[config.mk]
export PLATFORM = sky130hd
export DESIGN_NAME = delay_suite_rmw_burst_gen
export DESIGN_NICKNAME = d
export VERILOG_FILES = /design/src/rtl/delay_suite_rmw_burst_gen.sv
export SDC_FILE = /design/constraint.sdc
export NUM_CORES = 1
export LEC_CHECK = 0
export ABC_AREA = 1
export CORE_MARGIN = 10
export CORE_UTILIZATION = 40
export DETAILED_ROUTE_END_ITERATION = 10
export PLACE_DENSITY_LB_ADDON = 0.05
export SYNTH_ARGS = -nofsm -noshare
export SYNTH_HDL_FRONTEND = slang
export SYNTH_SLANG_ARGS = --single-unit
[constraint.sdc]
create_clock -name clk -period 5.7 [get_ports clk]
set_input_delay 0.57 -clock clk [delete_from_list [all_inputs] [get_ports clk]]
set_output_delay 0.57 -clock clk [all_outputs]
set_load 0.005 [all_outputs]
[src/rtl/delay_suite_rmw_burst_gen.sv]
// Burst address sequencer feeding the 8-entry masked-write memory stage.
// Define BURST_WRAP_EN to wrap bursts inside the aligned 2^DEPTH_LOG2 window; default is linear.
module delay_suite_rmw_burst_gen #(
    parameter int unsigned ADDR_W     = 32,
    parameter int unsigned LEN_W      = 4,
    parameter int unsigned DEPTH_LOG2 = 3
) (
    input  logic              clk,
    input  logic              reset,
    input  logic              io_cmd_valid,
    output logic              io_cmd_ready,
    input  logic [ADDR_W-1:0] io_cmd_addr,
    input  logic [LEN_W-1:0]  io_cmd_len,
    input  logic              io_stall,
    output logic              io_enable,
    output logic [ADDR_W-1:0] io_addr,
    output logic              io_busy,
    output logic              io_done
);

    localparam int unsigned BW = LEN_W + 1;
    localparam int unsigned HW = ADDR_W - DEPTH_LOG2;

    localparam logic [0:0] IDLE = 1'b0;
    localparam logic [0:0] RUN  = 1'b1;

    logic [0:0]        state_q;
    logic [ADDR_W-1:0] addr_q;
    logic [BW-1:0]     beats_q;
    logic              done_q;

    logic [DEPTH_LOG2-1:0] low_inc;
    logic                  low_carry;
    logic [ADDR_W-1:0]     addr_next;
    logic                  last_beat;
    logic                  advance;

    // Increment split at the window boundary; linear mode just propagates the carry upward.
    always_comb begin
        low_inc   = addr_q[DEPTH_LOG2-1:0] + DEPTH_LOG2'(1);
        low_carry = &addr_q[DEPTH_LOG2-1:0];
`ifdef BURST_WRAP_EN
        addr_next = {addr_q[ADDR_W-1:DEPTH_LOG2], low_inc};
`else
        addr_next = {addr_q[ADDR_W-1:DEPTH_LOG2] + HW'(low_carry), low_inc};
`endif
    end

    always_comb begin
        io_cmd_ready = (state_q == IDLE);
        io_busy      = (state_q == RUN);
        advance      = (state_q == RUN) && !io_stall;
        io_enable    = advance;
        io_addr      = addr_q;
        io_done      = done_q;
        last_beat    = (beats_q == BW'(1));
    end

    always_ff @(posedge clk or negedge reset) begin
        if (!reset) begin
            state_q <= IDLE;
            addr_q  <= '0;
            beats_q <= '0;
            done_q  <= 1'b0;
        end else begin
            done_q <= 1'b0;
            if (state_q == IDLE) begin
                if (io_cmd_valid) begin
                    addr_q  <= io_cmd_addr;
                    beats_q <= {1'b0, io_cmd_len} + BW'(1);
                    state_q <= RUN;
                end
            end else if (advance) begin
                // The final beat leaves addr_q alone so IDLE shows the last issued address.
                if (last_beat) begin
                    state_q <= IDLE;
                    done_q  <= 1'b1;
                end else begin
                    beats_q <= beats_q - BW'(1);
                    addr_q  <= addr_next;
                end
            end
        end
    end

`ifndef SYNTHESIS
    a_done_pulse : assert property (@(posedge clk) disable iff (!reset) io_done |=> !io_done);
    a_enable_busy : assert property (@(posedge clk) disable iff (!reset) io_enable |-> io_busy);
    a_ready_idle : assert property (@(posedge clk) disable iff (!reset) io_cmd_ready == !io_busy);
    a_beats_live : assert property (@(posedge clk) disable iff (!reset) io_busy |-> beats_q != '0);
`endif

endmodule

# == Word level (Yosys, flattened, before mapping) ==
# Cells that the tools add are included.
# Widths: inputs -> output; s select.
# classes
addsub,4
n_eq_ne,3
muxes,15
bitwise_logic,1
n_reduce_logical,5
# ops
op,n
$mux 32,4
$add 29x1->29,1
$mux 5,4
$mux 1,7
$reduce_and 3->1,2
$add 4x1->5 const B,1
$eq 5x1->1 const B,1
$sub 5x1->5 const B,1
$ne 2x2->1 const B,2
$add 3x1->3 const B,1
$reduce_bool 2->1,1
$logic_and 1x1->1,1
$logic_not 1->1,1
$not 1->1,1
# totals
regBits,39
inputBits,40
output_inout_bits,36

# == Depth between registers and ports, before layout ==
# Gate-level depths: netlist of the first run.
# logic_depth
word_depth,5
mapped_depth,13
ltp_nobuf,13

# == Worst setup path before layout of the first run ==
# No wires, ideal clock.
# synth_timing
kind,flip-flop to flip-flop
start,"register addr_q[0], in the netlist io_addr[0]"
end,"register addr_q[19], in the netlist io_addr[19]"
setup_ns,0.113
arrival_ns,1.783
required_time_ns,5.587
path_slack_ns,3.804
stages_incl_launch_ff,13
n_path_buf,0
period_less_slack_ns,1.896
path_cell_list,dfrtp_1 > ha_1 > ha_1 > ha_1 > ha_1 > nand2_1 > nor2_2 > nand2_2 > nor2_4 > o21ai_0 > nand2_1 > nand2_1 > inv_1
# synth_between
elab_chain_len,5
# synth_lines
element,line,source
from (decl),28,logic [ADDR_W-1:0] addr_q;
from (signal assigned),69,addr_q <= io_cmd_addr;
from (signal assigned),80,addr_q <= addr_next;
$reduce_and 3->1,41,low_carry = &addr_q[DEPTH_LOG2-1:0];
$add 29x1->29,45,"addr_next = {addr_q[ADDR_W-1:DEPTH_LOG2] + HW'(low_carry), low_inc};"
$mux 32,75,if (last_beat) begin
$mux 32,73,end else if (advance) begin
$mux 32,67,if (state_q == IDLE) begin
# Every way passes these cells. The select of a mux whose other input is x is not followed.
# A chain may end at the register's enable or synchronous reset.

# == Final worst setup path of the first run ==
# layout_timing
start,"register state_q, in the netlist io_busy"
end,"register addr_q[15], in the netlist io_addr[15]"
# layout_between
elab_chain_len,3
# layout_lines
element,line,source
from (decl),27,logic [0:0] state_q;
from (signal assigned),61,state_q <= IDLE;
from (signal assigned),71,state_q <= RUN;
from (signal assigned),76,state_q <= IDLE;
$logic_and 1x1->1,52,advance = (state_q == RUN) && !io_stall;
$ne 2x2->1 (no line),-,
$reduce_and 3->1 (no line),-,
# Parallel ways exist; a longest one is shown, timed or not.

==> summary.md, run 1 <==
| Metric | Value |
|---|---|
| IO Pins | 76 |
| Most frequent cells after synthesis | 155 x nand2_1, 85 x nor2_1, 40 x nand3_1 |
| Worst min-delay path category | primary input to asynchronous set/reset pin |
| Largest area contributor in the netlist | dfrtp_1 |
| Synth-to-layout area growth | 29.4% |
| CP required | 5.89 ns |
| Worst Skew | 0.0118 ns |
| Pre-Repair DR Iteration Count | 4 |
| # clock sinks | 39 |
| Cell chain of the critical path | inv_1, nor2_2, nand2_1, nand2_2, inv_2, nor2_1, o21ai_0, nand2_1, inv_1 |
| Post-synth top area share | 34.1% |
| Largest net degree at the start of global routing | 62 |
| Drt wl/cell | 13.6 um |
| Die Ht | 105 um |
| Post-route ant nets | 0 |
| Post-layout min period | 3.55 ns |
| Remaining DRCs | 0 |
| Filler cells | 713 |
| Post-synthesis cell type count | 27 |
| 1st-iter DRT viols | 133 |
| Top post-synthesis cells by area | dfrtp_1 34%, nand2_1 20%, nor2_1 11%, nand3_1 7.0%, inv_1 5.1% |
| Worst ir drop on vdd | 0.192 mV |
| Final Hold Vio Count | 0 |
| Post-synth top flop | dfrtp_1 |
| Setup ws final | 2.15 ns |
| Flop2flop setup slack | 2.15 ns |
| RSZ-0062 raised after global routing | no |
| Setup WS pre-CTS | 2.19 ns |
| Hold Slack | 0.405 ns |
| CP startpoint kind | flip-flop |
| Async S/R FF share, synth | 100% |
| Max Slew Vio Count | 0 |
| Final #Nets | 565 |
| Post-CTS Hold Buffers | 0 |
| Worst stage delay on the critical path | 1.05 ns |
| Reg clk slew, reported paths | 0.09 ns |
| Worst r2r src | io_busy |
| Post-synth EDFFs | 0 |
| Vias | 2996 |
| Lkg Pwr | 1.66 nW |
| GRT Util Overall | 14.9% |
| Effective utilization at floorplan | 41.7% |
| Ys Warns | 0 |
| Row count | 30 |
| Resized Gates After CTS | 0 |
| CTS root buf | clkbuf_8 |
| Mapped Nets | 499 |
| H-tree depth | 2 |
| Register area share after synthesis | 34.1% |
| Total setup buffers inserted after CTS | 0 |
| Die Area | 0.0109 mm2 |
| Later-pin clock latency in the skew report | 0.29 ns |
| # diodes | 0 |
| Clock tree from TritonCTS | done |
| Critical path fanouts, max | 61 |
| Num CTS Buffers | 5 |
| Least-Margin Pin Slew | 1.03 ns |
| Core Footprint | 0.00687 mm2 |
| Fraction of layout cells with a size suffix above 1 | 3.47% |
| Post-Route Setup TNS | 0 ns |
| Period Utilization, post-route | 62.2% |
| Post-Syn Area | 0.00286 mm2 |
| P per Cell Area | 412 mW/mm2 |
| Detailed Place HPWL | 6.16 mm |
| Endpoints failing setup | 0 |
| Chip Width | 105 um |
| Most frequent cell after synthesis | nand2_1 |
| Syn Area/Cell | 6.35 um2 |
| Post-Place Cell Area | 0.00360 mm2 |
| Drt total wl | 8.33 mm |
| Fin area | 0.00370 mm2 |
| Fmax | 282 MHz |
| Port bufs | 75 |
| Rel. slew slack | 31.5% |
| Wire length of the first global-routing pass | 13.9 mm |
| Syn Inst Count | 451 |
| Crit-path slowest cell | dfrtp_2 |
| Final RePlAce weighted congestion | 0.851 |
| Worst R2R Path Depth | 9 |
| Vias per inst | 4.88 |
| Crit Reg-Reg Endpoint | io_addr[15] |
| Antenna violations before repair | 0 |
| # Max-Cap Violations | 0 |
| Status | complete, no violations |
| GRT Residual Overflow | 0 |
| Vias in the first global route | 2794 |
| Yosys reg bits | 39 |
| Clk buf depth | 2 |
| CP arrival | 3.74 ns |
| Crit path kind | flip-flop to flip-flop |
| Crit end category | flip-flop |
==> report_power, final <==
part / total [W] / switching (W) / internal [W]
combinational: 0.000737 / 0.000359 / 0.000378
clock: 0.000213 / 0.000102 / 0.000111
sequential: 0.000578 / 0.000181 / 0.000397
total: 0.00153 / 0.000641 / 0.000886
==> registers in the layout (all words and copies together) (netlist names) <==
| register | flops |
|---|---|
| beats_q | 5 |
| io_addr | 32 |
| io_busy | 1 |
| io_done | 1 |
==> cell families (layout without fill, tap and decap cells) <==
logic type	after synthesis	count (layout)	share of synthesized area [%]
adder cells (fa/ha/maj)	8	8	3.50
flip-flops	39	39	34.1
AO/OA/AOI/OAI	46	46	8.96
AND/OR/NAND/NOR	296	296	42.0
buffers and inverters	56	123	9.65
XOR/XNOR	6	6	1.83
==> final cells by class <==
class / count / area (um2) / share of cell area [%]
Clock buffer: 8 / 100 / 2.70
Inverter: 40 / 150 / 4.05
Multi-Input combinational cell: 356 / 1610 / 43.5
Sequential cell: 39 / 977 / 26.4
Tap cell: 96 / 120 / 3.24
Timing Repair Buffer: 75 / 746 / 20.1
==> stage by stage <==
stage               util, %  cells  total power (W)
global placement       52.5    606          0.00131
floorplan                 -    451         0.000979
global route           53.9    614          0.00169
CTS                    53.9    614          0.00155
finish                 53.9    614          0.00153
detailed placement     52.5    606          0.00133
==> layout by cell type, fill, tap and decap left out <==
cell,instances
nand2_2,2
o21bai_1,2
dfrtp_1,38
o31ai_1,1
clkbuf_8,7
nand2_1,155
clkbuf_1,1
nor2_4,1
nand4_1,5
inv_2,1
clkdlybuf4s50_1,74
nand3_1,40
inv_1,39
buf_2,1
a31oi_1,6
nor2_1,85
ha_1,8
xnor2_1,4
o21ai_0,27
nor2_2,4
o22ai_1,1
nor3_1,3
or2_2,1
dfrtp_2,1
xor2_1,2
a21oi_1,5
o211ai_1,4
==> worst max-delay path, delay by kind of cell (launching register included) <==
| kind | cells | cell delay (ns) |
|---|---|---|
| AOI/OAI and AO/OA | 1 | 0.10 |
| buffers and inverters | 3 | 1.17 |
| DFF | 1 | 1.05 |
| and+or+nand+nor | 5 | 1.12 |
==> metal layers <==
| metal | GRT usage, % | part of all wire (%) |
|---|---|---|
| met1 | 19.9 | 47 |
| met4 | 2.06 | 0.11 |
| met5 | 0 | 0 |
| met2 | 24.2 | 46 |
| met3 | 3.93 | 7.3 |
==> how the worst max path moves through the flow <==
stage,start,to,slack (ns)
after floorplan,io_addr[0],io_addr[19],3.80
after global placement,io_busy,io_addr[19],2.29
after detailed placement,io_busy,io_addr[19],2.19
after CTS,io_busy,io_addr[19],2.18
after global routing,io_busy,io_addr[19],1.77
final,io_busy,io_addr[15],2.15
No activity file was read; power rests on OpenSTA's default activity.
==> run 2, diff against run 1 <==
==> constraint.sdc (replaced) <==
create_clock -name clk -period 3.4 [get_ports clk]
set_input_delay 0.34 -clock clk [delete_from_list [all_inputs] [get_ports clk]]
set_output_delay 0.34 -clock clk [all_outputs]
set_load 0.005 [all_outputs]
==> run 2 against run 1 <==
Against the previous run:
- clock skew decreased by 0.0020 ns
- worst setup slack worse by 0.96 ns
- first-iteration DRC count up 8.3%
- non-clock buffer count increased by 2
==> summary.md, run 2 (synthesized netlist as in run 1, its figures left out) <==
| Metric | Value |
|---|---|
| Status | complete, no violations |
| Filler cells | 708 |
| Row count | 30 |
| Final #Nets | 567 |
| Num CTS Buffers | 5 |
| Fin cells | 616 |
| IO Pins | 76 |
| CP startpoint kind | flip-flop |
| Worst stage delay on the critical path | 0.64 ns |
| CP required | 3.06 ns |
| Total Power | 0.00255 W |
| Post-CTS Hold Buffers | 0 |
| Largest register FFs | 32 |
| Chip Width | 105 um |
| CP arrival | 1.86 ns |
| Later-pin clock latency in the skew report | 0.30 ns |
| Total setup buffers inserted after CTS | 0 |
| Synth-to-layout area growth | 29.6% |
| Most common cell after layout, fill and taps aside | nand2_1 |
| Endpoints failing setup | 0 |
| Die Area | 0.0109 mm2 |
| Highest-count cells in the layout ignoring fill and taps | 155 x nand2_1, 85 x nor2_1, 74 x clkdlybuf4s50_1 |
| Setup WS pre-CTS | 1.31 ns |
| Critical path fanouts, max | 22 |
| Least-Margin Pin Slew | 0.923 ns |
| # clock sinks | 39 |
| Crit-path slowest cell | clkdlybuf4s50_1 |
| Drt total wl | 8.35 mm |
| RSZ-0062 raised after global routing | no |
| Worst Skew | 0.00980 ns |
| Post-layout min period | 2.20 ns |
| Pre-Repair DR Iteration Count | 5 |
| Final RePlAce weighted congestion | 0.816 |
| Post-route ant nets | 0 |
| Port bufs | 75 |
| Fmax | 454 MHz |
| Lkg Pwr | 1.67 nW |
| Rel. slew slack | 38.5% |
| H-tree depth | 2 |
| Effective utilization at floorplan | 41.7% |
| Final Hold Vio Count | 0 |
| Vias | 3014 |
| Worst ir drop on vdd | 0.273 mV |
| Vias per inst | 4.89 |
| Fraction of layout cells with a size suffix above 1 | 3.85% |
| Worst R2R Path Depth | 13 |
| Post-Route Setup TNS | 0 ns |
| Period Utilization, post-route | 64.8% |
| Resized Gates After CTS | 0 |
| Wire length of the first global-routing pass | 14.2 mm |
| Remaining DRCs | 0 |
| Placed insts | 608 |
| Antenna violations before repair | 0 |
| Cell chain of the critical path | inv_1, clkdlybuf4s50_1 |
| Largest net degree at the start of global routing | 61 |
| Crit path kind | flip-flop to primary output |
| Core Footprint | 0.00687 mm2 |
| Detailed Place HPWL | 6.19 mm |
| Max Slew Vio Count | 0 |
| Worst min-delay path category | primary input to asynchronous set/reset pin |
| Reg clk slew, reported paths | 0.08 ns |
| # Max-Cap Violations | 0 |
| Die Ht | 105 um |
| Clk buf depth | 2 |
| Vias in the first global route | 2844 |
| # diodes | 0 |
| CTS root buf | clkbuf_8 |
| 1st-iter DRT viols | 144 |
| GRT Residual Overflow | 0 |
| Clock tree from TritonCTS | done |
| Drt wl/cell | 13.6 um |
| P per Cell Area | 686 mW/mm2 |
| Crit end category | primary output |
| Setup ws final | 1.20 ns |
| GRT Util Overall | 15.2% |
run 2: path summary, 6_finish.rpt:
path	start	endpoint	slack (ns)
min in group clk	beats_q[3]	beats_q[3]	0.52
min reg2reg	beats_q[3]	beats_q[3]	0.52
max	io_busy	io_cmd_ready	1.20
min	reset	io_addr[4]	0.17
max reg2reg	io_addr[0]	io_addr[27]	1.31
max in group asynchronous	reset	io_busy	2.60
run 2: worst max-delay path, delay by kind of cell (launching register included):
family,cells,cell delay [ns]
buffers and inverters,2,1.16
DFF,1,0.40
run 2: cell type report:
class,instances,area (um2),share of cell area [%]
Sequential cell,39,977,26.3
Clock buffer,7,86.3,2.33
Clock inverter,1,5.00,0.135
Inverter,40,150,4.05
Tap cell,96,120,3.24
Multi-Input combinational cell,356,1610,43.4
Timing Repair Buffer,77,761,20.5
run 2: power breakdown:
part	internal, W	switching, W	total (W)	leakage, nW
logic	0.000640	0.000634	0.00127	1.15
clock network	0.000164	0.000176	0.000340	0.0482
registers	0.000666	0.000266	0.000933	0.474
total	0.00147	0.00108	0.00255	1.67
run 2: stage by stage:
stage               instance area (um2)  util [%]  hold slack [ns]
floorplan                          2860         -           0.0444
global placement                   3620      52.7            0.498
detailed placement                 3620      52.7            0.504
CTS                                3710      54.0            0.212
global route                       3710      54.0            0.248
finish                             3710      54.0            0.167
run 2: layer usage:
layer / global-route usage (%) / routed length (um) / vias to the layer above
li1: - / - / 1567
met1: 20.2 / 3950 / 1359
met2: 24.1 / 3780 / 84
met3: 4.48 / 579 / 4
met4: 2.94 / 45 / 0
met5: 0 / 0 / -
==> run 3, diff against run 2 <==
==> constraint.sdc (replaced) <==
create_clock -name clk -period 2 [get_ports clk]
set_input_delay 0.2 -clock clk [delete_from_list [all_inputs] [get_ports clk]]
set_output_delay 0.2 -clock clk [all_outputs]
set_load 0.005 [all_outputs]
==> run 3 against run 2 <==
Against the previous run:
- final cell count up 1.8%
- global-route usage shrank 0.25 points
- sequential power up 71%
- sequential cell count unchanged
- clock power up 61%
- combinational power grew 85%
- first-iteration DRC count fell by 15%
- sequential share of layout area shrank 1.2 points
- total power grew 77%
- highest routed layer unchanged
- critical path type unchanged
- die area unchanged
- critical path depth grew 1
- via count grew 0.36%
- largest cell class unchanged
==> summary.md, run 3 (synthesized netlist as in run 1, its figures left out) <==
| Metric | Value |
|---|---|
| Status | complete, no violations |
| WP buf/inv | 3 |
| Clock tree from TritonCTS | done |
| # Max-Cap Violations | 0 |
| Top cell family by delay on the critical path | buffers and inverters |
| Later-pin clock latency in the skew report | 0.30 ns |
| Switch share | 42.8% |
| Max Slew Vio Count | 0 |
| GRT Util Overall | 15.0% |
| Reg clk slew, reported paths | 0.08 ns |
| Logic pwr share | 52.3% |
| Die Area | 0.0109 mm2 |
| Setup WS pre-CTS | 0.0317 ns |
| Post-layout min period | 1.86 ns |
| Filler cells | 697 |
| CP required | 1.80 ns |
| Worst ir drop on vdd | 0.519 mV |
| Antenna violations before repair | 0 |
| IO Pins | 76 |
| P per Cell Area | 1160 mW/mm2 |
| Internal | 0.00258 W |
| Fin area | 0.00388 mm2 |
| Crit end category | primary output |
| RSZ-0062 raised after global routing | yes |
| Finished Core Util | 56.5% |
| Synth-to-layout area growth | 35.6% |
| Post-route ant nets | 0 |
| Detailed Place HPWL | 6.38 mm |
| Largest register FFs | 32 |
| GRT Residual Overflow | 0 |
| Effective utilization at floorplan | 41.7% |
| Fraction of layout cells with a size suffix above 1 | 7.91% |
| GR Util met2 | 24.3% |
| Total Power | 0.00450 W |
| Flop pwr share | 35.5% |
| Chip Width | 105 um |
| # clock sinks | 39 |
| Highest-count cells in the layout ignoring fill and taps | 152 x nand2_1, 83 x nor2_1, 74 x clkdlybuf4s50_1 |
| Worst Skew | 0.00557 ns |
| Final RePlAce weighted congestion | 0.841 |
| Final #Nets | 578 |
| Drt wl/cell | 13.5 um |
| Worst min-delay path category | primary input to flip-flop |
| Remaining DRCs | 0 |
| Rel. slew slack | 64.8% |
| Endpoints failing setup | 0 |
| Worst stage delay on the critical path | 0.55 ns |
| Fmax | 538 MHz |
| Vias in the first global route | 2809 |
| Largest net degree at the start of global routing | 40 |
| Die Ht | 105 um |
| Clock power frac | 12.2% |
| CP arrival | 1.66 ns |
| Pre-Repair DR Iteration Count | 5 |
| # diodes | 0 |
| Met3 GRT Util | 3.99% |
| Met1 usage | 19.3% |
| Lkg Pwr | 1.75 nW |
| CTS root buf | clkbuf_8 |
| Vias | 3025 |
| CP startpoint kind | flip-flop |
| Period Utilization, post-route | 93.0% |
| Crit path kind | flip-flop to primary output |
| Row count | 30 |
| NetSw | 0.00192 W |
| Final Hold Vio Count | 0 |
| Num CTS Buffers | 5 |
| Clk buf depth | 2 |
| 1st-iter DRT viols | 122 |
| Most common cell after layout, fill and taps aside | nand2_1 |
| Vias per inst | 4.82 |
| Wire length of the first global-routing pass | 13.9 mm |
| Cell chain of the critical path | inv_1, buf_4, clkdlybuf4s50_1 |
| Port bufs | 75 |
| Post-Place Cell Area | 0.00368 mm2 |
| Critical path fanouts, max | 19 |
| H-tree depth | 2 |
| Busiest grt layer | met2 |
| Crit-path slowest cell | clkdlybuf4s50_1 |
| Setup ws final | 0.141 ns |
| Core Footprint | 0.00687 mm2 |
| Drt total wl | 8.48 mm |
| Least-Margin Pin Slew | 0.529 ns |
[run 3: changes by cell type in the layout (fill, tap and decap cells not counted), sizes merged]
cell / change
buf: +10
clkbuf: -2
dlygate4sd3: +1
clkinv: +2
[run 3: layout make-up]
type	instances	area (um2)	share of cell area, %
Clock buffer	5	68.8	1.77
Multi-Input combinational cell	356	1690	43.6
Timing Repair Buffer	88	858	22.1
Sequential cell	39	977	25.2
Tap cell	96	120	3.09
Clock inverter	3	15.0	0.387
Inverter	40	150	3.87
[run 3: power by group through the flow]
stage / clock network, W / registers (W) / logic, W
2_1_floorplan: 0 / 0.00150 / 0.00129
3_5_place_dp: 0 / 0.00159 / 0.00228
6_report: 0.000549 / 0.00160 / 0.00235
4_1_cts: 0.000565 / 0.00158 / 0.00229
3_3_place_gp: 0 / 0.00158 / 0.00223
5_1_grt: 0.000593 / 0.00167 / 0.00268
[run 3: layer usage]
metal / up-vias / wire, um
met5: - / 0
met4: 0 / 74
met3: 6 / 536
met2: 76 / 3920
met1: 1357 / 3940
li1: 1586 / -
[run 3: tightest hold or removal path, cell delays in order]
cell and delay (ns):
clkdlybuf4s50_1 0.40, nand2_1 0.06, a31oi_1 0.07
[run 3: final timing paths]
kind | start | endpoint | slack [ns] | cells past startpoint
worst min register to register | beats_q[3] | beats_q[3] | 0.52 | 2
worst max-delay path | io_busy | io_cmd_ready | 0.14 | 3
max in group asynchronous | reset | io_busy | 1.11 | 3
worst max register to register | io_addr[1] | io_addr[27] | 0.14 | 13
worst min-delay path | io_cmd_addr[2] | io_addr[2] | 0.47 | 3
min in group asynchronous | reset | io_addr[4] | 0.50 | 3
[run 3: stage by stage]
step | cells | TNS, ns | hold slack (ns)
after CTS | 624 | 0 | 0.463
after detailed placement | 615 | 0 | 0.304
final | 627 | 0 | 0.468
after floorplan | 451 | 0 | -0.0956
after global placement | 615 | 0 | 0.301
after global routing | 627 | -0.0166 | 0.477
[run 3: timing repair]
item	4_1_cts	5_1_grt
buffers inserted	0	3
resized for setup	0	20
setup endpoints to repair	0	14
hold buffers	1	0
hold endpoints to repair	39	0
